--- src/rtl/program_loader.sv ---
// program_loader: boot-time image loader.
// Takes a byte stream (32-bit little-endian word count, then that many
// little-endian data words), writes each word to main memory and holds the
// CPU in reset until the whole image has landed.
// Optional build macro LOADER_CHECKSUM_EN: after the data, a 32-bit
// little-endian checksum (sum of all data words mod 2^32) is received and
// compared; a mismatch ends in ERROR instead of DONE.
module program_loader #(
  parameter int          DEPTH     = 2048,
  parameter logic [31:0] BASE_ADDR = 32'd0
) (
  input  logic        clk,
  input  logic        rst,
  input  logic        start,
  input  logic        byte_valid,
  input  logic [7:0]  byte_data,
  output logic        byte_ready,
  output logic [31:0] mem_write_address,
  output logic [31:0] mem_write_data,
  output logic        mem_write_enable,
  output logic        cpu_hold,
  output logic        busy,
  output logic        done,
  output logic        err
);

  localparam logic [31:0] MAX_N = 32'(DEPTH);

  typedef enum logic [2:0] {
    S_IDLE,
    S_COUNT,
    S_DATA,
    S_WRITE,
    S_DONE,
    S_ERROR
`ifdef LOADER_CHECKSUM_EN
    , S_CSUM
`endif
  } state_t;

  state_t      state, state_nxt;
  logic [1:0]  bcnt;      // byte position within the current word
  logic [23:0] shreg;     // bytes 0..2 of the word being assembled
  logic [31:0] wcnt;      // words written so far in this load
  logic [31:0] n;         // latched word count from the header
`ifdef LOADER_CHECKSUM_EN
  logic [31:0] csum;      // running sum of written words
`endif

  logic        accept;
  logic        word_done;
  logic [31:0] word;
  logic [31:0] wcnt_nxt;
  logic        restart;

  assign accept    = byte_valid && byte_ready;
  assign word_done = accept && (bcnt == 2'd3);
  // Incoming byte is the top byte once three earlier bytes sit in shreg.
  assign word      = {byte_data, shreg};
  assign wcnt_nxt  = wcnt + 32'd1;
  assign restart   = start && (state == S_IDLE || state == S_DONE || state == S_ERROR);

  // State register.
  always_ff @(posedge clk) begin
    if (!rst) state <= S_IDLE;
    else      state <= state_nxt;
  end

  // Next-state and state-decoded outputs.
  always_comb begin
    state_nxt         = state;
    byte_ready        = 1'b0;
    mem_write_enable  = 1'b0;
    mem_write_address = 32'd0;
    cpu_hold          = 1'b1;
    busy              = 1'b0;
    done              = 1'b0;
    err               = 1'b0;
    case (state)
      S_IDLE: begin
        if (start) state_nxt = S_COUNT;
      end
      S_COUNT: begin
        byte_ready = 1'b1;
        busy       = 1'b1;
        if (word_done) begin
          if (word == 32'd0)
`ifdef LOADER_CHECKSUM_EN
            state_nxt = S_CSUM;
`else
            state_nxt = S_DONE;
`endif
          else if (word > MAX_N) state_nxt = S_ERROR;
          else                   state_nxt = S_DATA;
        end
      end
      S_DATA: begin
        byte_ready = 1'b1;
        busy       = 1'b1;
        if (word_done) state_nxt = S_WRITE;
      end
      S_WRITE: begin
        busy              = 1'b1;
        mem_write_enable  = 1'b1;
        mem_write_address = BASE_ADDR + wcnt;
        if (wcnt_nxt == n)
`ifdef LOADER_CHECKSUM_EN
          state_nxt = S_CSUM;
`else
          state_nxt = S_DONE;
`endif
        else
          state_nxt = S_DATA;
      end
      S_DONE: begin
        cpu_hold = 1'b0;
        done     = 1'b1;
        if (start) state_nxt = S_COUNT;
      end
      S_ERROR: begin
        err = 1'b1;
        if (start) state_nxt = S_COUNT;
      end
`ifdef LOADER_CHECKSUM_EN
      S_CSUM: begin
        byte_ready = 1'b1;
        if (word_done) state_nxt = (word == csum) ? S_DONE : S_ERROR;
      end
`endif
      default: state_nxt = S_IDLE;
    endcase
  end

  // Byte assembly, header latch, write data register and word counter.
  always_ff @(posedge clk) begin
    if (!rst) begin
      bcnt           <= 2'd0;
      shreg          <= 24'd0;
      wcnt           <= 32'd0;
      n              <= 32'd0;
      mem_write_data <= 32'd0;
`ifdef LOADER_CHECKSUM_EN
      csum           <= 32'd0;
`endif
    end else begin
      if (restart) begin
        bcnt  <= 2'd0;
        shreg <= 24'd0;
        wcnt  <= 32'd0;
`ifdef LOADER_CHECKSUM_EN
        csum  <= 32'd0;
`endif
      end
      if (accept) begin
        shreg <= word[31:8];
        bcnt  <= bcnt + 2'd1;
      end
      if (state == S_COUNT && word_done) begin
        n    <= word;
        wcnt <= 32'd0;
      end
      if (state == S_DATA && word_done) mem_write_data <= word;
      if (state == S_WRITE) begin
        wcnt <= wcnt_nxt;
`ifdef LOADER_CHECKSUM_EN
        csum <= csum + mem_write_data;
`endif
      end
    end
  end

endmodule

--- config.mk ---
export PLATFORM = sky130hd
export DESIGN_NAME = program_loader
export DESIGN_NICKNAME = d
export VERILOG_FILES = /design/src/rtl/program_loader.sv
export SDC_FILE = /design/constraint.sdc
export NUM_CORES = 1
export LEC_CHECK = 0
export ABC_AREA = 1
export BUFFER_PORTS_ARGS = -buffer_cell sky130_fd_sc_hd__buf_2
export CAP_MARGIN = 20
export CELL_PAD_IN_SITES_DETAIL_PLACEMENT = 2
export CELL_PAD_IN_SITES_GLOBAL_PLACEMENT = 2
export CORE_MARGIN = 5
export CORE_UTILIZATION = 30
export DETAILED_ROUTE_END_ITERATION = 10
export PLACE_DENSITY_LB_ADDON = 0.08
export SLEW_MARGIN = 20
export SYNTH_ARGS = -nofsm -noshare
export SYNTH_HDL_FRONTEND = slang
export SYNTH_SLANG_ARGS = --single-unit
--- constraint.sdc ---
create_clock -name clk -period 5.9 [get_ports clk]
set_clock_uncertainty 0.1 [all_clocks]
set_input_delay 0.59 -clock clk [delete_from_list [all_inputs] [get_ports clk]]
set_output_delay 0.59 -clock clk [all_outputs]
set_load 0.02 [all_outputs]
==> results of run 1 <==
-- power breakdown --
group | total, mW | internal [mW] | switching [mW]
Sequential | 0.858 | 0.849 | 0.00886
Combinational | 0.100 | 0.0210 | 0.0793
Clock | 1.16 | 0.696 | 0.462
-- sequential cells by signal, summed over array words and instances (netlist names) --
register        flops
n                  32
shreg              24
mem_write_data     32
state               3
bcnt                2
wcnt               32
-- layout by cell type, fill, tap and decap left out --
cell and instances:
a21oi_1 126, inv_1 93, clkbuf_8 1, o21ai_0 34, inv_6 5, inv_2 7, nand2_1 309, inv_8 4
nor2_2 3, o211ai_1 1, or2_1 1, bufinv_16 3, nor2_8 2, nand2_4 3, buf_4 5, a21oi_2 1
ha_1 2, buf_2 81, xnor3_1 1, nor3_1 1, nand3_2 2, nor4_1 6, clkinv_4 2, nand3_1 143
dfxtp_1 125, nand4_1 5, clkinv_1 1, nor2_4 7, clkbuf_16 17, nand2_2 8, o21ai_2 3, o21ai_1 3
nor2_1 99
-- worst max-delay path: stages (launching register included) --
cell and delay, ns:
dfxtp_1 0.48, inv_2 0.08, or2_1 0.27, nor2_4 0.09
buf_4 0.32, inv_2 0.08, o21ai_2 0.13, nand2_4 0.26
nor2_4 0.17, buf_4 0.34, nand2_2 0.46, a21oi_1 0.29
nor2_1 0.06
-- layer usage --
metal	vias up	GRT usage (%)	routed length (um)
li1	3451	-	-
met1	3321	29.2	12600
met2	92	34.5	11900
met3	27	3.50	686
met4	0	5.20	404
met5	-	0	0
-- metrics by stage --
| step | power [mW] | cells | hold WS, ns | util (%) | instance area (um^2) |
|---|---|---|---|---|---|
| after detailed placement | 0.978 | 1352 | 0.355 | 33.0 | 7150 |
| final | 2.12 | 1384 | 0.362 | 35.9 | 7780 |
| after global routing | 2.20 | 1384 | 0.366 | 35.9 | 7780 |
| after global placement | 0.976 | 1352 | 0.346 | 33.0 | 7150 |
| after CTS | 2.15 | 1384 | 0.356 | 35.9 | 7780 |
| after floorplan | 0.943 | 1030 | 0.329 | - | 6550 |
-- cells in the mapped netlist, drive strengths merged --
master / number / area, um^2
clkbuf: 31 / 116
or2: 1 / 6.26
inv: 100 / 375
o21ai: 40 / 211
nor3: 1 / 5.00
ha: 2 / 25.0
nand2: 320 / 1240
a21oi: 127 / 639
o211ai: 1 / 7.51
xnor3: 1 / 22.5
clkinv: 1 / 3.75
nand4: 5 / 31.3
buf: 13 / 73.8
nor4: 6 / 37.5
dfxtp: 125 / 2500
nor2: 111 / 509
nand3: 145 / 736
-- layout make-up --
class | instances | area [um^2]
fill | 2680 | 13900
tap | 280 | 350
timing repair buffer | 86 | 443
multi-input combinational | 760 | 3470
clock inverter | 14 | 196
sequential | 125 | 2500
clock buffer | 18 | 439
inverter | 101 | 379
-- final timing paths --
| check | start | end | slack (ns) | cells after the start |
|---|---|---|---|---|
| max | state[1] | mem_write_data[15] | 2.60 | 12 |
| min | mem_write_data[26] | mem_write_data[26] | 0.36 | 2 |
| max reg2reg | state[1] | mem_write_data[15] | 2.60 | 12 |
| min reg2reg | mem_write_data[26] | mem_write_data[26] | 0.36 | 2 |
-- kinds of logic after synthesis --
group | after synthesis | share of synthesized area (%)
flip-flops | 125 | 38.2
XOR/XNOR | 1 | 0.344
AND/OR/NAND/NOR | 589 | 39.2
buffers and inverters | 145 | 8.70
adder cells (fa/ha/maj) | 2 | 0.382
AO/OA/AOI/OAI | 168 | 13.1
==> run summary, run 1 <==
Status - finished clean
Detailed-placement wirelength estimate - 18.7 mm
Worst-skew pair later-pin latency - 0.42 ns
Max Buffers Root-to-Sink - 2
VDD IR max - 0.000110 V
Clock transition at the registers of the reported paths - 0.07 ns
Final setup vio count - 0
Initial cell density of the core - 30.2%
Root Buffer - clkbuf_16
Power per standard cell area - 272 nW/um^2
Area added between synthesis and finish - 18.9%
Final Max Slew Viols - 0
Max_cap viols - 0
Gpl congestion - 0.824
First-pass GRT wire length - 41.1 mm
GRT Overall Usage - 21.1%
Slew headroom - 31.5%
Die H - 158 um
Tcrit/Tclk final - 55.9%
DRT antenna net count - 0
Final Worst Setup Slack - 2.60 ns
Drt pass-1 iters - 4
Sequential-to-total area share from yosys stat - 38.2%
# IOs - 82
Critical path launch point type - flip-flop
Final setup TNS - 0 ns
N_diodes - 0
Starting DRT DRC Count - 264
Unrepaired setup endpoints after global routing - no
Final Hold Fails - 0
LEAKAGE - 3.08 nW
Core area - 21700 um^2
Vias per cell - 4.98
Post-synth cell types - 29
Hold_buf cts - 0
PostCTS Resize Cnt - 0
DRC viols - 0
Post-layout minimum cycle time - 3.30 ns
Nets - 1105
Grt ovf - 0
Wire per inst - 18.6 um
Hold Crit Class - flip-flop to flip-flop
CTS tree - yes
Largest net degree at the start of global routing - 64
Max Clk Rate - 303 MHz
Cells after Synth - 1030
Required time of the critical path - 6.09 ns
Cts bufs inserted - 17
Syn_area_per_cell - 6.36 um^2
WL final - 25.7 mm
Worst Setup End Kind - flip-flop
DIE WIDTH - 158 um
CTS sink cnt - 125
Initial antenna violation count - 0
Share of layout cells above drive strength 1 - 13.9%
Synth warn - 0
Vias in the first global route - 7318
Worst Tran Pin Value - 1.02 ns
Yosys reg bits - 125
Worst Path Arrival - 3.49 ns
Pre-CTS setup slack - 2.59 ns
Vias - 6891
H-tree levels - 4
Post-CTS setup repair buffer count - 0
IO buf count - 81
Synth Cell Area - 6550 um^2
Kind of critical path - flip-flop to flip-flop
Full die area - 24900 um^2
CP max FO - 36
Post-synth net total - 1044
Num rows - 54
Power figures use the tool's default switching activity.
==> run 2, diff against run 1 <==
--- a/config.mk
+++ b/config.mk
@@ -11,7 +11,7 @@
 export CELL_PAD_IN_SITES_DETAIL_PLACEMENT = 2
 export CELL_PAD_IN_SITES_GLOBAL_PLACEMENT = 2
 export CORE_MARGIN = 5
-export CORE_UTILIZATION = 30
+export CORE_UTILIZATION = 28
 export DETAILED_ROUTE_END_ITERATION = 10
 export PLACE_DENSITY_LB_ADDON = 0.08
 export SLEW_MARGIN = 20
==> constraint.sdc (replaced) <==
create_clock -name clk -period 2.6 [get_ports clk]
set_clock_uncertainty 0.1 [all_clocks]
set_input_delay 0.26 -clock clk [delete_from_list [all_inputs] [get_ports clk]]
set_output_delay 0.26 -clock clk [all_outputs]
set_load 0.02 [all_outputs]
==> run 2 against run 1 <==
Compared with the run above: clock-buffer cell count unchanged; sequential cell count stayed put; final cell count grew 5.6%; worst hold slack lost 0.32 ns; largest power group unchanged; critical path depth increased by 6; critical path type unchanged; combinational power rose to 2.6 times the previous value.
==> run summary, run 2 (synthesis gave the netlist of run 1 again) <==
Status - finished clean
DRC viols - 0 (unchanged)
First-pass GRT wire length - 42.5 mm (+3.5%)
Worst r2r src - wcnt[10]
Most common cell after layout, fill and taps aside - nand2_1
Core area - 23300 um^2 (+7.3%)
VDD IR max - 0.000360 V (+230%)
GRT Overall Usage - 20.2% (-0.94 points)
Placed insts - 1425 (+5.4%)
Drt pass-1 iters - 4 (unchanged)
Final setup vio count - 0 (unchanged)
Power Internal - 3.35 mW (+110%)
Vias in the first global route - 7700 (+5.2%)
WL final - 26.3 mm (+2.5%)
Cts bufs inserted - 17 (unchanged)
Non-filler instance count after layout - 1462 (+5.6%)
Psw - 1.26 mW (+130%)
Initial cell density of the core - 28.1% (-2.0 points)
Die H - 163 um (+3.3%)
Unrepaired setup endpoints after global routing - yes
Post-layout minimum cycle time - 2.44 ns (-0.857 ns)
Area added between synthesis and finish - 25.5%
Worst Setup End Kind - flip-flop
Hold path startpoint - byte_data[3]
Hold_buf cts - 0 (unchanged)
Share of layout cells above drive strength 1 - 18.7% (+4.8 points)
Commonest non-fill, non-tap cells in the layout - 306 x nand2_1, 142 x nand3_1, 126 x a21oi_1
CTS tree - yes
Worst-skew pair later-pin latency - 0.43 ns (about the same)
Largest net degree at the start of global routing - 95 (+48%)
Final setup TNS - 0 ns (unchanged)
Combinational cell fraction of total power - 5.7% (+1.0 points)
Tcrit/Tclk final - 93.9% (+38 points)
Starting DRT DRC Count - 265 (+0.38%)
Max Buffers Root-to-Sink - 2 (unchanged)
Hold Crit Class - input pin to flip-flop
Full die area - 26500 um^2 (+6.7%)
Final Hold Fails - 0 (unchanged)
Kind of critical path - flip-flop to flip-flop
Final-layout worst hold slack - 0.0450 ns (-0.317 ns)
Wire per inst - 18.0 um (-3.0%)
N_diodes - 0 (unchanged)
Critical path launch point - wcnt[10]
Clock transition at the registers of the reported paths - 0.07 ns (about the same)
Final Worst Setup Slack - 0.160 ns (-2.44 ns)
CP max FO - 7 (-81%)
Switching power share of the total - 27.3% (+1.3 points)
Vias per cell - 4.83 (-2.9%)
Gpl congestion - 0.774 (-6.1%)
Grt ovf - 0 (unchanged)
DIE WIDTH - 163 um (+3.3%)
Critical path launch point type - flip-flop
LEAKAGE - 3.32 nW (+7.7%)
# IOs - 82 (unchanged)
Total power - 4.61 mW (+120%)
Clock power frac - 52.1% (-2.6 points)
Worst Path Arrival - 2.63 ns (-0.86 ns)
Max Clk Rate - 410 MHz (+35%)
Initial antenna violation count - 0 (unchanged)
CTS sink cnt - 125 (unchanged)
Num rows - 56 (+3.7%)
Slew headroom - 65.7% (+34 points)
Regs by FF count - mem_write_data x32, n x32, wcnt x32
IO buf count - 81 (unchanged)
Worst Tran Pin Value - 0.509 ns (-0.515 ns)
Root Buffer - clkbuf_16
DRT antenna net count - 0 (unchanged)
Reg power frac - 42.2% (+1.7 points)
Max_cap viols - 0 (unchanged)
Vias - 7065 (+2.5%)
Detailed-placement wirelength estimate - 19.4 mm (+3.5%)
Final Max Slew Viols - 0 (unchanged)
H-tree levels - 4 (unchanged)
Pre-CTS setup slack - -0.0413 ns (-2.63 ns)
Required time of the critical path - 2.79 ns (-3.30 ns)
Power per standard cell area - 561 nW/um^2 (+110%)
Nets - 1144 (+3.5%)
==> run 2: cell count changes in the layout (fill, tap and decap cells not counted), sizes merged <==
cell,before,now
buf,86,125
bufinv,3,1
clkinv,3,4
clkinvlp,0,1
==> run 2: routing by layer <==
layer | GRT usage [%] | share of wire [%] | wire (um)
met5 | 0 | 0 | 0
met4 | 3.43 | 0.57 | 150
met3 | 3.21 | 2.2 | 571
met1 | 27.1 | 48 | 12800
met2 | 34.8 | 49 | 12800
==> run 2: cell type report <==
class | instances | area [um^2]
fillers | 2916 | 15000
multi-input cells | 760 | 3560
flip-flops and latches | 125 | 2510
repair buffers | 125 | 790
clock buffers | 18 | 429
well taps | 319 | 399
inverters | 101 | 379
clock inverters | 14 | 148
==> run 2: through the flow <==
stage	utilization, %	area [um^2]
floorplan	-	6550
global placement	32.3	7500
detailed placement	32.3	7500
CTS	34.8	8100
global route	35.3	8220
finish	35.3	8220
==> run 2: power by group through the flow <==
stage | registers, mW | clock network, mW | logic [mW]
floorplan | 1.98 | 0 | 0.158
global placement | 1.99 | 0 | 0.263
detailed placement | 1.99 | 0 | 0.266
CTS | 1.94 | 2.45 | 0.266
global route | 1.94 | 2.53 | 0.286
finish | 1.94 | 2.40 | 0.263
==> run 2: timing repair <==
item,CTS,global route
buffers inserted,2,3
setup endpoints to repair,2,31
gates resized for setup,3,29
pin swaps,2,9
==> run 2: final timing paths <==
| path | endpoint | slack (ns) | cells after the start |
|---|---|---|---|
| setup / recovery | state[1] | 0.16 | 18 |
| hold / removal | shreg[19] | 0.04 | 3 |
| setup reg to reg | state[1] | 0.16 | 18 |
| hold reg to reg | mem_write_data[17] | 0.36 | 2 |
==> run 2: worst max-delay path: stages, from the launching register on <==
cell and delay, ns:
dfxtp_1 0.39, buf_4 0.16, nand2_1 0.10, nor2_2 0.23, nand2_2 0.14, nor2_8 0.18
nand2_1 0.07, nand2_1 0.12, nand2_1 0.06, nand2_1 0.05, nand2_1 0.05, nor2_1 0.08
nand2_1 0.09, nor2_2 0.14, nand3_1 0.08, nand2_1 0.09, nand2_1 0.06, nand2_1 0.05
a21oi_1 0.06
